## config.mk

```make
export PLATFORM = sky130hd
export DESIGN_NAME = mux4_rr_arbiter
export DESIGN_NICKNAME = d
export VERILOG_FILES = /design/src/rtl/mux4_rr_arbiter_pkg.sv /design/src/rtl/mux4_rr_arbiter_rr_pick4.sv /design/src/rtl/mux4_rr_arbiter.sv
export SDC_FILE = /design/constraint.sdc
export NUM_CORES = 1
export LEC_CHECK = 0
export CAP_MARGIN = 0
export CORE_UTILIZATION = 53
export DETAILED_ROUTE_END_ITERATION = 8
export PLACE_DENSITY = 0.77
export SETUP_SLACK_MARGIN = 0.5
export SYNTH_ARGS = -nofsm -noshare
export SYNTH_HDL_FRONTEND = slang
export SYNTH_SLANG_ARGS = --single-unit
```

## constraint.sdc

```tcl
create_clock -name clk -period 3.2 [get_ports clk]
set_input_delay 0.48 -clock clk [delete_from_list [all_inputs] [get_ports clk]]
set_output_delay 0.48 -clock clk [all_outputs]
set_load 0.02 [all_outputs]
```

## src/rtl/mux4_rr_arbiter_pkg.sv

```systemverilog
// Shared constants, FSM encoding and helpers for the 4-way round-robin mux arbiter.
package mux4_rr_arbiter_pkg;

  localparam int REQ_N = 4;
  localparam int SEL_W = 2;

  typedef enum logic {
    ST_IDLE = 1'b0,
    ST_OWN  = 1'b1
  } state_t;

  // gnt is one-hot or zero; zero encodes to 0.
  function automatic logic [SEL_W-1:0] oh2bin(input logic [REQ_N-1:0] oh);
    logic [SEL_W-1:0] b;
    b = '0;
    for (int i = 0; i < REQ_N; i++)
      if (oh[i]) b = b | SEL_W'(i);
    return b;
  endfunction

endpackage

```

## src/rtl/mux4_rr_arbiter_rr_pick4.sv

```systemverilog
// Combinational rotating-priority picker: first eligible requester at ptr, ptr+1, ... (mod 4).
module rr_pick4
  import mux4_rr_arbiter_pkg::*;
(
  input  logic [REQ_N-1:0] req,
  input  logic [SEL_W-1:0] ptr,
  input  logic [REQ_N-1:0] excl,
  output logic             found,
  output logic [SEL_W-1:0] idx
);

  logic [REQ_N-1:0] elig;
  logic [SEL_W-1:0] cand;

  assign elig = req & ~excl;

  // Walk offsets from farthest to nearest so the nearest hit wins.
  always_comb begin
    found = 1'b0;
    idx   = ptr;
    cand  = ptr;
    for (int i = REQ_N-1; i >= 0; i--) begin
      cand = ptr + SEL_W'(i);
      if (elig[cand]) begin
        found = 1'b1;
        idx   = cand;
      end
    end
  end

endmodule

```

## src/rtl/mux4_rr_arbiter.sv

```systemverilog
// Round-robin owner of a shared 4:1 mux with bounded tenure and back-to-back handover.
module mux4_rr_arbiter
  import mux4_rr_arbiter_pkg::*;
#(
  parameter int W        = 1,
  parameter int MAX_HOLD = 8
) (
  input  logic               clk,
  input  logic               rst,
  input  logic [REQ_N-1:0]   req,
  input  logic [REQ_N*W-1:0] a,
  output logic [REQ_N-1:0]   gnt,
  output logic [SEL_W-1:0]   sel,
  output logic               busy,
  output logic [W-1:0]       y,
  output logic               preempt
);

  localparam int               CNT_W    = $clog2(MAX_HOLD) + 1;
  localparam logic [CNT_W-1:0] CNT_LAST = CNT_W'(MAX_HOLD - 1);

  state_t           state;
  logic [SEL_W-1:0] ptr;
  logic [CNT_W-1:0] cnt;

  logic [SEL_W-1:0] own;
  logic             own_req;
  logic             ten_end;
  logic [SEL_W-1:0] ho_ptr;
  logic [REQ_N-1:0] ho_excl;
  logic             idle_found, ho_found;
  logic [SEL_W-1:0] idle_idx, ho_idx;

  assign own     = oh2bin(gnt);
  assign own_req = req[own];
  // A tenure ends on release, or on timeout while still requested.
  assign ten_end = (state == ST_OWN) && (!own_req || (cnt == CNT_LAST));
  assign ho_ptr  = own + SEL_W'(1);
  assign ho_excl = REQ_N'(1) << own;

  rr_pick4 u_pick_idle (
    .req   (req),
    .ptr   (ptr),
    .excl  (REQ_N'(0)),
    .found (idle_found),
    .idx   (idle_idx)
  );

  // Handover search starts just past the owner and skips it.
  rr_pick4 u_pick_ho (
    .req   (req),
    .ptr   (ho_ptr),
    .excl  (ho_excl),
    .found (ho_found),
    .idx   (ho_idx)
  );

  always_ff @(posedge clk) begin
    if (rst) begin
      state   <= ST_IDLE;
      gnt     <= '0;
      sel     <= '0;
      busy    <= 1'b0;
      preempt <= 1'b0;
      ptr     <= '0;
      cnt     <= '0;
    end else begin
      preempt <= 1'b0;
      case (state)
        ST_IDLE: begin
          if (idle_found) begin
            state <= ST_OWN;
            gnt   <= REQ_N'(1) << idle_idx;
            sel   <= idle_idx;
            busy  <= 1'b1;
            cnt   <= '0;
          end
        end
        ST_OWN: begin
          if (ten_end) begin
            ptr     <= ho_ptr;
            preempt <= own_req;
            cnt     <= '0;
            if (ho_found) begin
              gnt <= REQ_N'(1) << ho_idx;
              sel <= ho_idx;
            end else if (!own_req) begin
              state <= ST_IDLE;
              gnt   <= '0;
              busy  <= 1'b0;
            end
            // else: sole requester timed out and is re-granted in place
          end else begin
            cnt <= cnt + 1'b1;
          end
        end
        default: state <= ST_IDLE;
      endcase
    end
  end

  assign y = busy ? a[sel*W +: W] : '0;

endmodule
```

* After elaboration in Yosys (flattened, before gate mapping)
Cells that the tools add are included.
** Operators by class
- Add/subtract/negate cells :: 8
- Magnitude comparators :: 9
- Equal/unequal tests :: 7
- Shifts and indexed selects :: 4
- Multiplexer cells :: 60
- Bitwise logic cells :: 4
- Reduce and logical (&&, ||, !) cells :: 8
** Operators by type and width (count)
- $lt A2 B3 Y1 const B :: 9
- $mux W1 :: 27
- $mux W2 :: 13
- $mux W4 :: 6
- $bmux W1 S2 :: 9
- $pmux W4 S2 :: 2
- $shl A1 B2 Y4 const A :: 3
- $add A2 B2 Y2 const B :: 4
- $add A2 B1 Y2 const B :: 3
- $ne A2 B2 Y1 const B :: 3
- $reduce_and A3 Y1 :: 2
- $add A4 B1 Y4 const B :: 1
- $and A4 B4 Y4 :: 1
- $eq A4 B3 Y1 const B :: 1
- $ne A2 B1 Y1 const B :: 2
- $not A4 Y4 :: 1
- $pmux W1 S2 :: 2
- $pmux W2 S2 :: 1
- $reduce_and A4 Y1 :: 1
- $shiftx A4 B3 Y1 :: 1
- $ne A3 B2 Y1 const B :: 1
- $reduce_or A3 Y1 :: 1
- $not A1 Y1 :: 2
- $reduce_and A2 Y1 :: 1
- 3 further kinds :: 3
** Word-level totals
- Register bits :: 15
- Bits of input ports :: 10
- Logic and storage cells :: 107

* Longest topological paths before layout
Gate-level depths: netlist (run 1).
- Word-level depth :: 16
- Mapped depth :: 10
- Gate-level depth less buffers :: 9

* Cells and area by module
From an unflattened synthesis (run 1), not the netlist that was laid out.
** Unflattened totals
- Cells, all modules :: 148
- Area total of the unflattened synthesis :: 1201.2 µm²
** By module, submodules not included
- mux4_rr_arbiter :: instances 1, cells each 106, area an instance 928.4 µm²
- rr_pick4 :: instances 2, cells each 21, area an instance 136.4 µm²

* Least setup slack after synthesis (run 1)
No wires, ideal clock.
- Kind :: flip-flop to flip-flop
- Start :: register gnt[1]
- End :: register gnt[0]
- Library setup time :: 0.079 ns
- Data arrival time :: 2.739 ns
- Data required time :: 3.121 ns
- Path slack :: 0.382 ns
- Cell stages (with the launch flop) :: 10
- Path buffers :: 2
- Clock period less this slack :: 2.818 ns
- Path through :: dfxtp_1 buf_6 or2_4 buf_6 ha_1 mux4_1 o21ai_1 a21oi_2 or4_1 a211oi_2
** Between the ends
- Elaborated cells between the ends (all ways) :: 38
** RTL lines
- from (decl) :: RTL line mux4_rr_arbiter.sv:12 : output logic [REQ_N-1:0] gnt,
- from (signal assigned) :: RTL line mux4_rr_arbiter.sv:73 : gnt <= REQ_N'(1) << idle_idx;
- from (signal assigned) :: RTL line mux4_rr_arbiter.sv:85 : gnt <= REQ_N'(1) << ho_idx;
- $mux W1 (*) :: RTL line mux4_rr_arbiter_pkg.sv:17 : if (oh[i]) b = b | SEL_W'(i);
- $mux W2 (*) (2 in a row) :: RTL line mux4_rr_arbiter_pkg.sv:17
- $add A2 B1 Y2 (*) :: RTL line mux4_rr_arbiter.sv:38 : assign ho_ptr = own + SEL_W'(1);
- net ho_ptr[1] :: RTL line mux4_rr_arbiter.sv:29 : logic [SEL_W-1:0] ho_ptr;
- $add A2 B2 Y2 :: RTL line mux4_rr_arbiter_rr_pick4.sv:23 : cand = ptr + SEL_W'(i);
- $bmux W1 S2 :: RTL line mux4_rr_arbiter_rr_pick4.sv:24 : if (elig[cand]) begin
- $mux W1 (implied by the code) :: RTL line mux4_rr_arbiter_rr_pick4.sv:24
- $mux W2 (4 in a row) :: RTL line mux4_rr_arbiter_rr_pick4.sv:24
- $shl A1 B2 Y4 :: RTL line mux4_rr_arbiter.sv:85
- $mux W4 :: RTL line mux4_rr_arbiter.sv:84 : if (ho_found) begin
- $mux W4 :: RTL line mux4_rr_arbiter.sv:80 : if (ten_end) begin
- $pmux W4 S2 :: RTL line mux4_rr_arbiter.sv:69 : case (state)
Mark *: on every way through the listed nets, which the timed path passes. The rest lies on a longest branch. The select of a mux whose other input is x is not followed.
A chain may end at the register's enable or synchronous reset.

* Worst setup path after layout (run 1)
- Start :: register gnt[1]
- End :: register gnt[2]
The elaborated chain is that of the path after synthesis.

==> results.cfg, run 1 <==
[grt]
antenna_found_initial = 0
grt_use_total_pct = 24.9
grt_pass1_wl_um = 4970
grt_max_degree = 17
grt-ovfl-total = 0
grt_pass1_vias = 1153

[floorplanning]
num_io_pins = 19
fp-row-count = 17
start_util_pct = 56.6
die_width_um = 50.6
die-area_um2 = 2560
core_area_um2 = 2210
die_h_um = 50.6

[sta]
hold_violations = 0
worst_pin_slew_ps = 582
fin_worst_skew_ps = 7.14
fin_ws_ps = 566
rsz0062_at_grt = false
period_needed_ps = 2630
max-slew-margin-rel_pct = 61.0
setup_viol = 0
setup_tns_ps = 0
drv_slew = 0
max_freq_ghz = 0.380
min_period_over_period_pct = 82.3

[critical_path]
crit_path_cell_trace = or2_4, buf_8, ha_4, mux4_2, o21ai_2, a21oi_2, or4_1, a211oi_2
crit_path_top_delay_cell = or4_1
cp_slowest_stage_delay_ps = 540
worst_setup_path_end_kind = flop
cp.arrival_ps = 2840
critPathLaunchType = flop
path_class = reg2reg
required_ps = 3410
crit_path_max_fanout = 12

[finish]
num_antenna_cells = 0
multiInputGateArea_um2 = 901
nets = 200
synthToLayoutAreaGrowth_pct = 27.5
fill_cells = 185
layout-drive-gt1-share_pct = 20.1
ff_latch_area_um2 = 304

[synth]
synth_top_flop_cell = dfxtp_1
syn_inst = 160
netlist.top_cell.by_area = dfxtp_1
synth.cell_area_um2 = 1250
ys_ff_latch = 15
yosysMostFrequentCell = nor2_1
synth_fp_nets = 175
netlist_top_cells_area = dfxtp_1 (24%), nor2_1 (6.3%), a21oi_1 (5.2%)
synthArstFlopShare_pct = 0
synth_cell_types = 54
synth-seq-area-share_pct = 24.0
synth_top_area_share_pct = 24.0
synth_edf_count = 0
ys_warn_count = 0
syn_avg_cell_area_um2 = 7.82
synth.top_cells.by_count = nor2_1 (21), dfxtp_1 (15), a21oi_1 (13)

[power_and_ir_drop]
power_density_nw_per_um2 = 1070
ir_worst_vdd_mv = 0.704
leakage_uw = 0.000609

[placed_design]
hpwl_um = 2170
pre_cts_ws_ps = 281
gp_congestion = 0.865
port_buffers = 18

[job]
cap_violations = 0

[clock_tree]
htree_num_levels = 1
cts_buffers = 3
clock_latency_ps = 290
cts_buffer_depth = 2
cts_tree = built
cts-root-buf = clkbuf_4
cts_hold_buf = 0
clock-sinks = 15
clkTransAtPathRegs_ps = 100

[detailed_routing]
drtAntennaViolNets = 0
vias = 1312
first_pass_iters = 4
drt_wl_total_um = 3180
dr.first_iter.drc_count = 50
avgRoutedWirePerCell_um = 15.0
drc = 0
via_per_inst = 6.19

[hold_path]
hold_class = reg2reg

[status]
status = finished, final reports clean
-- routing by layer --
| metal | GRT usage, % | vias to the layer above | share of wire (%) |
|---|---|---|---|
| met1 | 32.5 | 608 | 46 |
| met5 | 0 | - | 0 |
| met4 | 7.41 | 0 | 1.3 |
| met2 | 38.9 | 50 | 47 |
| met3 | 7.88 | 9 | 6.2 |
| li1 | - | 645 | - |
-- cell families (layout without fill, tap and decap cells) --
group	Yosys count	after routing	synth area share [%]
AND/OR/NAND/NOR	56	56	23.8
multiplexers	5	5	6.40
buffers and inverters	20	44	7.50
AO/OA/AOI/OAI	59	59	33.3
flip-flops	15	15	24.0
adder cells (fa/ha/maj)	5	5	5.00
-- path summary, 6_finish.rpt --
kind	from	endpoint	slack, ps	cells after the start
worst max-delay path	gnt[1]	gnt[2]	570	8
worst min-delay path	cnt[3]	preempt	500	1
worst max register to register	gnt[1]	gnt[2]	570	8
worst min register to register	cnt[3]	preempt	500	1
-- what timing repair did --
item	in CTS	in global routing
buffers inserted	1	6
endpoints found under the setup margin	4	5
pin swaps	1	6
resized for setup	1	11
hold endpoints to repair	0	0
-- metrics by stage --
step                std cells  instance area, µm²  total power [µW]  util (%)  hold slack, ps
global route              212                1600              1840      72.1             519
finish                    212                1600              1710      72.1             497
floorplan                 160                1260              1130         -             445
CTS                       206                1510              1500      68.0             492
global placement          201                1460              1340      66.1             469
detailed placement        201                1460              1360      66.1             466
-- layout make-up --
class	instances	area share (%)
well taps	28	2.20
inverters	10	2.59
flip-flops and latches	15	19.1
clock buffers	3	1.41
clock inverters	1	0.471
repair buffers	30	17.8
multi-input cells	125	56.5
-- cells in the final DEF, fill, tap and decap left out, drive strengths merged, types with 5 or more instances in the layout --
master | netlist | routed
inv | 9 | 9
ha | 5 | 5
o21ai | 11 | 11
clkdlybuf4s50 | 0 | 17
nor2 | 21 | 21
a211oi | 5 | 5
dfxtp | 15 | 15
buf | 5 | 12
a21oi | 14 | 14
nand2 | 5 | 5
-- power by group --
| group | leakage [µW] | switching [µW] | total [µW] | internal [µW] |
|---|---|---|---|---|
| registers | 0.000124 | 62.8 | 309 | 246 |
| logic | 0.000471 | 671 | 1290 | 617 |
| clock network | 0.0000139 | 66.1 | 114 | 47.6 |
-- critical path: cells and delay by family, from the launching register on --
family,cells,cell delay [ps]
and+or+nand+nor,2,790
muxes,1,500
buffers and inverters,1,160
adders and majority gates,1,290
AOI/OAI and AO/OA,3,450
DFF,1,360
-- state kept, by name, summed over array words and instances, names as in the netlist --
| name | cells |
|---|---|
| busy | 1 |
| cnt | 4 |
| gnt | 4 |
| preempt | 1 |
| ptr | 2 |
| sel | 2 |
| state | 1 |
Note: power is estimated with default switching activity, not from simulation.
==> inputs of run 2 (changes only) <==
--- a/config.mk
+++ b/config.mk
@@ -6,9 +6,9 @@
 export NUM_CORES = 1
 export LEC_CHECK = 0
 export CAP_MARGIN = 0
-export CORE_UTILIZATION = 53
+export CORE_UTILIZATION = 48
 export DETAILED_ROUTE_END_ITERATION = 8
-export PLACE_DENSITY = 0.77
+export PLACE_DENSITY = 0.73
 export SETUP_SLACK_MARGIN = 0.5
 export SYNTH_ARGS = -nofsm -noshare
 export SYNTH_HDL_FRONTEND = slang
==> constraint.sdc (replaced) <==
create_clock -name clk -period 2.24 [get_ports clk]
set_input_delay 0.336 -clock clk [delete_from_list [all_inputs] [get_ports clk]]
set_output_delay 0.336 -clock clk [all_outputs]
set_load 0.02 [all_outputs]
==> run 2 against run 1 <==
  * The flow now finishes with violations (negative setup slack)
  * Sequential power is 46% higher
  * Sequential share of layout area is 3.9 points lower
  * Clock-buffer cell count stayed put
  * Critical endpoint is now gnt[0]
==> results.cfg, run 2 (same netlist as run 1, synthesis figures left out) <==
[critical_path]
cp.arrival_ps = 2850
crit_path_cell_trace = or2_4, buf_6, buf_4, buf_4, a311oi_2, o21ai_4, and3_4, or4_1, a211oi_2
r2r_setup_slack_ps = -420
path_class = reg2reg
cp_slowest_stage_delay_ps = 540
crit_path_max_fanout = 7
worst-path-buf-inv = 3
cp_common_cell = buf_4
cp_top_family = simple AND/OR/NAND/NOR gates
cp.depth = 9
r2r_start = gnt[3]
crit_path_top_delay_cell = or4_1
required_ps = 2430
r2r_end = gnt[0]
critPathLaunchType = flop
r2r_cells = 9
worst_setup_path_end_kind = flop

[sta]
setup_viol = 5
worst_pin_slew_ps = 666
max_freq_ghz = 0.377
rsz0062_at_grt = true
hold_violations = 0
fin_worst_skew_ps = 0.966
period_needed_ps = 2660
max-slew-margin-rel_pct = 55.5
drv_slew = 0
setup_tns_ps = -1090
min_period_over_period_pct = 119
fin_ws_ps = -415

[grt]
grt_use_total_pct = 30.7
grt_pass1_wl_um = 6310
grt_max_degree = 17
grt_pass1_vias = 1492
grt-ovfl-total = 0
antenna_found_initial = 0

[detailed_routing]
avgRoutedWirePerCell_um = 18.0
vias = 1530
drtAntennaViolNets = 0
drc = 0
dr.first_iter.drc_count = 67
first_pass_iters = 4
via_per_inst = 6.22
drt_wl_total_um = 4430

[floorplanning]
core_area_um2 = 2480
die-area_um2 = 2810
die_width_um = 53.1
start_util_pct = 50.5
num_io_pins = 19
fp-row-count = 18
die_h_um = 53.1

[placed_design]
hpwl_um = 2840
gp_congestion = 0.919
pre_cts_ws_ps = -317
port_buffers = 18

[hold_path]
whs_path_depth = 2
whs_endpoint = preempt
worstHoldStart = cnt[2]
hold_class = reg2reg

[finish]
num_antenna_cells = 0
top_regs = cnt: 4 flops, gnt: 4 flops
post-route-util_pct = 81.0
layout-drive-gt1-share_pct = 44.0
synthToLayoutAreaGrowth_pct = 60.3
most-common-layout-cells = buf_4 (40), nor2_1 (20), dfxtp_1 (12)
nets = 232
final_common_cell = buf_4

[clock_tree]
cts_buffers = 3
cts_tree = built
htree_num_levels = 1
cts_buffer_depth = 2
clock_latency_ps = 290
clock-sinks = 15
cts-root-buf = clkbuf_4
clkTransAtPathRegs_ps = 90
cts_hold_buf = 0

[job]
cap_violations = 0

[power_and_ir_drop]
ir_worst_vdd_mv = 1.15
power_density_nw_per_um2 = 1660
leakage_uw = 0.000829
report.power.total_uw = 3330

[status]
status = finished with violations
violations = negative setup slack
-- run 2: changes by cell type in the layout (fill, tap and decap cells not counted), moves of 3 or more --
cell             change
ha_4                 +3
o21ai_0              -3
clkdlybuf4s50_1     -10
buf_4               +30
a21oi_1              -3
dlygate4sd2_1        +9
dfxtp_2              +3
buf_6                +3
-- run 2: repair_timing --
item,in CTS,in global routing
setup endpoints to repair,16,17
pin swaps,17,6
endpoints found under the hold margin,0,0
resized for setup,51,10
buffers inserted,4,1
-- run 2: final cells by class --
type | count | area (µm²)
clock buffer | 3 | 22.5
clock inverter | 1 | 5.00
fill | 156 | 472
inverter | 10 | 41.3
multi-input combinational | 125 | 1070
sequential | 15 | 304
tap | 30 | 37.5
timing repair buffer | 62 | 527
-- run 2: per-stage QoR --
stage | hold slack, ps | std cells | instance area, µm²
finish | 512 | 246 | 2010
global route | 529 | 246 | 2010
CTS | 505 | 245 | 1930
detailed placement | 481 | 237 | 1730
global placement | 467 | 237 | 1730
floorplan | 445 | 160 | 1280
-- run 2: report_power, final --
group          leakage, µW  switching (µW)  internal [µW]  total (µW)
Clock            0.0000177            89.9           66.5         156
Combinational     0.000687            1330           1390        2720
Sequential        0.000124            97.5            354         451
Total             0.000829            1520           1810        3330
-- run 2: how the worst max path moves through the flow --
stage / slack, ps / to / startpoint
final: -420 / gnt[0] / gnt[3]
after global routing: -490 / gnt[0] / gnt[3]
after CTS: -250 / gnt[2] / gnt[3]
after detailed placement: -320 / gnt[0] / req[2]
after global placement: -270 / gnt[2] / req[3]
after floorplan: -380 / gnt[2] / gnt[1]
-- run 2: worst reg2reg max path, cell delays in order, from the launching register on --
cell and delay [ps]:
dfxtp_2 350, or2_4 240, buf_6 130, buf_4 160, buf_4 170, a311oi_2 400, o21ai_4 120, and3_4 210
or4_1 550, a211oi_2 250
-- run 2: layer usage --
layer  up-vias  share of wire (%)  GRT usage [%]
li1        709                  -              -
met1       733                 40           36.0
met2        70                 51           54.6
met3        18                6.2           6.32
met4         0                2.5           10.5
met5         -                  0              0
==> inputs of run 3 (changes only) <==
--- a/config.mk
+++ b/config.mk
@@ -10,6 +10,7 @@
 export DETAILED_ROUTE_END_ITERATION = 8
 export PLACE_DENSITY = 0.73
 export SETUP_SLACK_MARGIN = 0.5
+export SKIP_CTS_REPAIR_TIMING = 1
 export SYNTH_ARGS = -nofsm -noshare
 export SYNTH_HDL_FRONTEND = slang
 export SYNTH_SLANG_ARGS = --single-unit
==> run 3 against run 2 <==
  * The flow still finishes with violations (negative setup slack)
  * Critical endpoint is now gnt[2]
  * Maximum frequency grew 0.12%
  * Die area unchanged
  * Via count rose by 3.7%
  * Routed wire length rose by 11%
  * Highest routed layer unchanged
  * Cell count increased by 1.2%
  * Utilization rose by 2.9 points
  * Critical path type unchanged
  * Critical path depth did not move
==> results.cfg, run 3 (same netlist as run 1, synthesis figures left out) <==
[status]
status = finished with violations
violations = negative setup slack

[critical_path]
critPathLaunchType = flop
crit_path_max_fanout = 7
cp_common_cell = buf_4
r2r_start = gnt[1]
crit_path_cell_trace = or2_4, buf_6, buf_4, buf_4, a311oi_2, o21ai_2, and3_2, or4_4, a211oi_2
cp_top_family = simple AND/OR/NAND/NOR gates
cp_slowest_stage_delay_ps = 550
worstSetupStartpoint = gnt[1]
crit_path_top_delay_cell = or4_4
worst-path-buf-inv = 3
worst_setup_path_end_kind = flop
cp.arrival_ps = 2860
required_ps = 2450
path_class = reg2reg

[hold_path]
worstHoldStart = cnt[3]
hold_class = reg2reg

[placed_design]
pre_cts_ws_ps = -317
hpwl_um = 2840
port_buffers = 18
place_area_um2 = 1730
gp_congestion = 0.919

[power_and_ir_drop]
clkPwrFrac_pct = 4.5
p_sw_uw = 1630
report.power.total_uw = 3560
leakage_uw = 0.000929
comb_power_share_pct = 82.7
p_int_uw = 1920
ir_worst_vdd_mv = 1.43
power_density_nw_per_um2 = 1710
p_sw_share_pct = 45.9
seqPwrFrac_pct = 12.7

[grt]
grt_pass1_vias = 1327
grt_use_met1_pct = 34.8
grt-ovfl-total = 0
grt_use_met3_pct = 5.46
antenna_found_initial = 0
grt_pass1_wl_um = 5790
grt_max_degree = 17
grt-busiest-layer = met2
globalRouteMet2Util_pct = 50.0
grt_use_total_pct = 28.0

[finish]
finalInstanceArea_um2 = 2080
final_common_cell = buf_4
most-common-layout-cells = buf_4 (40), nor2_1 (18), a21oi_1 (11), dfxtp_1 (11), dlymetal6s2s_1 (10)
num_antenna_cells = 0
synthToLayoutAreaGrowth_pct = 66.0
layout-drive-gt1-share_pct = 47.0
nets = 235
top_regs = cnt: 4 flops, gnt: 4 flops

[sta]
drv_slew = 0
hold_violations = 0
period_needed_ps = 2650
max_freq_ghz = 0.377
worst_pin_slew_ps = 630
fin_ws_ps = -412
setup_viol = 8
setup_tns_ps = -1900
min_period_over_period_pct = 118
hold_slack_ps = 515
rsz0062_at_grt = true
max-slew-margin-rel_pct = 57.9
fin_worst_skew_ps = 5.59

[detailed_routing]
drt_wl_total_um = 4930
via_per_inst = 6.37
drtAntennaViolNets = 0
vias = 1586
dr.first_iter.drc_count = 55
avgRoutedWirePerCell_um = 19.8
first_pass_iters = 4
drc = 0

[floorplanning]
die_width_um = 53.1
fp-row-count = 18
start_util_pct = 50.5
die-area_um2 = 2810
die_h_um = 53.1
core_area_um2 = 2480
num_io_pins = 19

[job]
cap_violations = 0

[clock_tree]
clock_latency_ps = 290
htree_num_levels = 1
clock-sinks = 15
cts_tree = built
cts_buffers = 3
cts-root-buf = clkbuf_4
cts_buffer_depth = 2
clkTransAtPathRegs_ps = 100
==> run 3: worst paths after layout <==
path | slack [ps] | cells after the start | end
setup / recovery | -410 | 9 | gnt[2]
hold / removal | 510 | 1 | preempt
setup reg to reg | -410 | 9 | gnt[2]
hold reg to reg | 510 | 1 | preempt
==> run 3: routing by layer <==
layer	part of all wire [%]	vias up
li1	-	720
met1	39	763
met2	49	78
met3	7.1	25
met4	4.2	0
met5	0	-
==> run 3: layout make-up <==
type                    instances  area, µm²
clock buffers                   3       22.5
clock inverters                 1       5.00
fillers                       139        400
inverters                      10       43.8
multi-input cells             125       1080
flip-flops and latches         15        305
well taps                      30       37.5
repair buffers                 65        586
==> run 3: power groups by stage <==
stage	combinational (µW)	clock, µW	sequential, µW
after global routing	3090	175	460
final	2940	161	453
after detailed placement	2090	0	441
after floorplan	1160	0	486
after CTS	2110	159	434
after global placement	2040	0	433
==> run 3: per-stage QoR <==
step                      utilization, %  std cells
after global routing                83.8        249
after CTS                           71.0        241
after floorplan                        -        160
after global placement              69.8        237
final                               83.8        249
after detailed placement            69.8        237
==> variant, RTL diff (settings of run 1) <==
`MAX_HOLD`: 8 -> 4.
--- a/src/rtl/mux4_rr_arbiter.sv
+++ b/src/rtl/mux4_rr_arbiter.sv
@@ -4,5 +4,5 @@
 #(
   parameter int W        = 1,
-  parameter int MAX_HOLD = 8
+  parameter int MAX_HOLD = 4
 ) (
   input  logic               clk,
Behaviour: not the same (Yosys sat finds a counterexample within 10 cycles, from zero or initial values and one cycle with rst high).
==> variant against run 1 <==
- hold slack worse by 45 ps
- wire length down 8.5%
- total power fell by 21%
- setup slack better by 26 ps
- cell count shrank 8.0%
- sequential cell count fell by 1
- maximum frequency grew 1.0%
- final area decreased by 12%
- synthesized area fell by 5.4%
- largest cell class unchanged
- largest power group unchanged
==> variant: results (changes against run 1) <==
Layout
  • Largest registers: gnt: 4 flops, cnt: 3 flops
  • # fillers: 175 (-5.4%)
  • Share of cells above drive strength 1: 0.119 (-0.0820)

Yosys
  • Top_reg_cell synth: dfxtp_1
  • Synth cell count leaders: dfxtp_1, a21oi_1, nand2_1
  • Main area contributors after synthesis: dfxtp_1, ha_1, a21oi_1, nand2b_1, nand2_1
  • Mapped Cells: 151 (-5.6%)
  • Register area share after synthesis: 0.237 (-0.00321)
  • Synthesis warning total: 0 (unchanged)
  • Synth cell types: 47 (-13%)
  • Syn Nets: 167 (-4.6%)

Route
  • Pre-antenna DRT Iters: 4 (unchanged)
  • DR top layer: met4
  • Iter 0 DRT Violations: 44 (-12%)
  • Vias per cell: 6.23 (+0.60%)
  • Via count: 1214 (-7.5%)
  • WL met2: 1370 µm (-8.2%)
  • Met3 wire len: 193 µm (-1.5%)
  • Total Wirelength: 2910 µm (-8.5%)
  • M1 WL: 1310 µm (-10%)

CTS
  • Clk buf depth: 2 (unchanged)
  • Clk slew on worst S/H paths: 80 ps (-20 ps)
  • Clock latency at the later pin of the worst-skew pair: 270 ps (-20 ps)
  • TritonCTS Buffers: 3 (unchanged)

Pwr
  • P_leak: 0.558 nW (-8.4%)
  • Peak supply drop: 0.000505 V (-28%)

Critical path
  • CP Max Fanout: 10 (-2)
  • CP arrival: 2800 ps (-40 ps)
  • R2R setup slack: 590 ps (+30 ps)
  • Crit Reg-Reg Startpoint: gnt[3]
  • R2R depth: 9 (+1)
  • Reg-to-Reg End: gnt[2]

Worst hold path
  • Hold path startpoint: cnt[2]
  • Hold EP: cnt[2]
  • Hold-critical path depth: 2 (+1)

STA
  • Clk_skew: 0.536 ps (-6.60 ps)
  • Max_slew headroom: 0.613 (+0.00219)
  • Worst hold slack: 452 ps (-45.5 ps)

Global route
  • Met1 global-route usage: 0.346 (+0.0206)
  • First-pass GRT wire length: 4860 µm (-2.2%)
  • M3 GR Usage: 0.0592 (-0.0196)
  • GR Layer Usage met2: 0.388 (-0.000761)
  • Largest net degree at the start of global routing: 13 (-4)
  • Total Routing Usage GR: 0.254 (+0.00453)
  • Vias in the first global route: 1056 (-8.4%)

Placed design
  • Hpwl dp: 2210 µm (+1.9%)
  • Routability cong.: 0.963 (+11%)
  • Post-Place Setup Slack: 335 ps (+53.3 ps)
  • Dpl cell area: 1370 µm² (-6.6%)
  • Post-Place Cells: 190 (-5.5%)

Run status
  • Status: finished, final reports clean
==> variant: cell count changes after synthesis, sizes merged, moves of 3 or more <==
cell	change
nand2	+7
nand2b	+7
nor2	-11
o31ai	-4
or3	+3
==> variant: logic make-up after synthesis <==
family,Yosys count,synth area share
and+or+nand+nor,58,0.269
AOI/OAI and AO/OA,50,0.307
buffers and inverters,18,0.0719
DFF,14,0.237
adders and majority gates,6,0.0634
muxes,5,0.0529
==> variant: worst max path at each step <==
stage               startpoint  endpoint  slack, ps  cells after the start
floorplan               gnt[1]    gnt[2]        570                     10
global placement        gnt[3]    gnt[2]        420                      9
detailed placement      gnt[3]    gnt[2]        330                      9
CTS                     gnt[3]    gnt[2]        510                      9
global route            gnt[3]    gnt[3]        500                      9
finish                  gnt[3]    gnt[2]        590                      9
==> variant: area by class of cell <==
cell class	count	area, µm²	area share
clock buffer	3	22.5	0.0160
inverter	10	37.5	0.0266
multi-input combinational	119	823	0.584
sequential	14	282	0.200
tap	27	33.8	0.0240
timing repair buffer	22	210	0.149
==> variant: report_power, final <==
part           leakage (nW)  switching, mW  internal [mW]
combinational         0.428          0.553          0.420
sequential            0.116         0.0544          0.228
clock                0.0138         0.0513         0.0436
==> variant: worst max-delay path: stages, from the launching register on <==
cell,delay (ps)
dfxtp_2,390
or2_4,190
inv_2,110
ha_1,250
or3_1,310
a211o_1,310
nor3_2,150
nor3_1,110
or4_4,490
a211oi_2,230
==> variant: what timing repair did <==
item / in CTS / in global routing
setup buffers: 0 / 2
hold buffers: 0 / 0
hold endpoints to repair: 0 / 0
resized for setup: 2 / 1
pin swaps: 0 / 1
setup endpoints to repair: 2 / 2
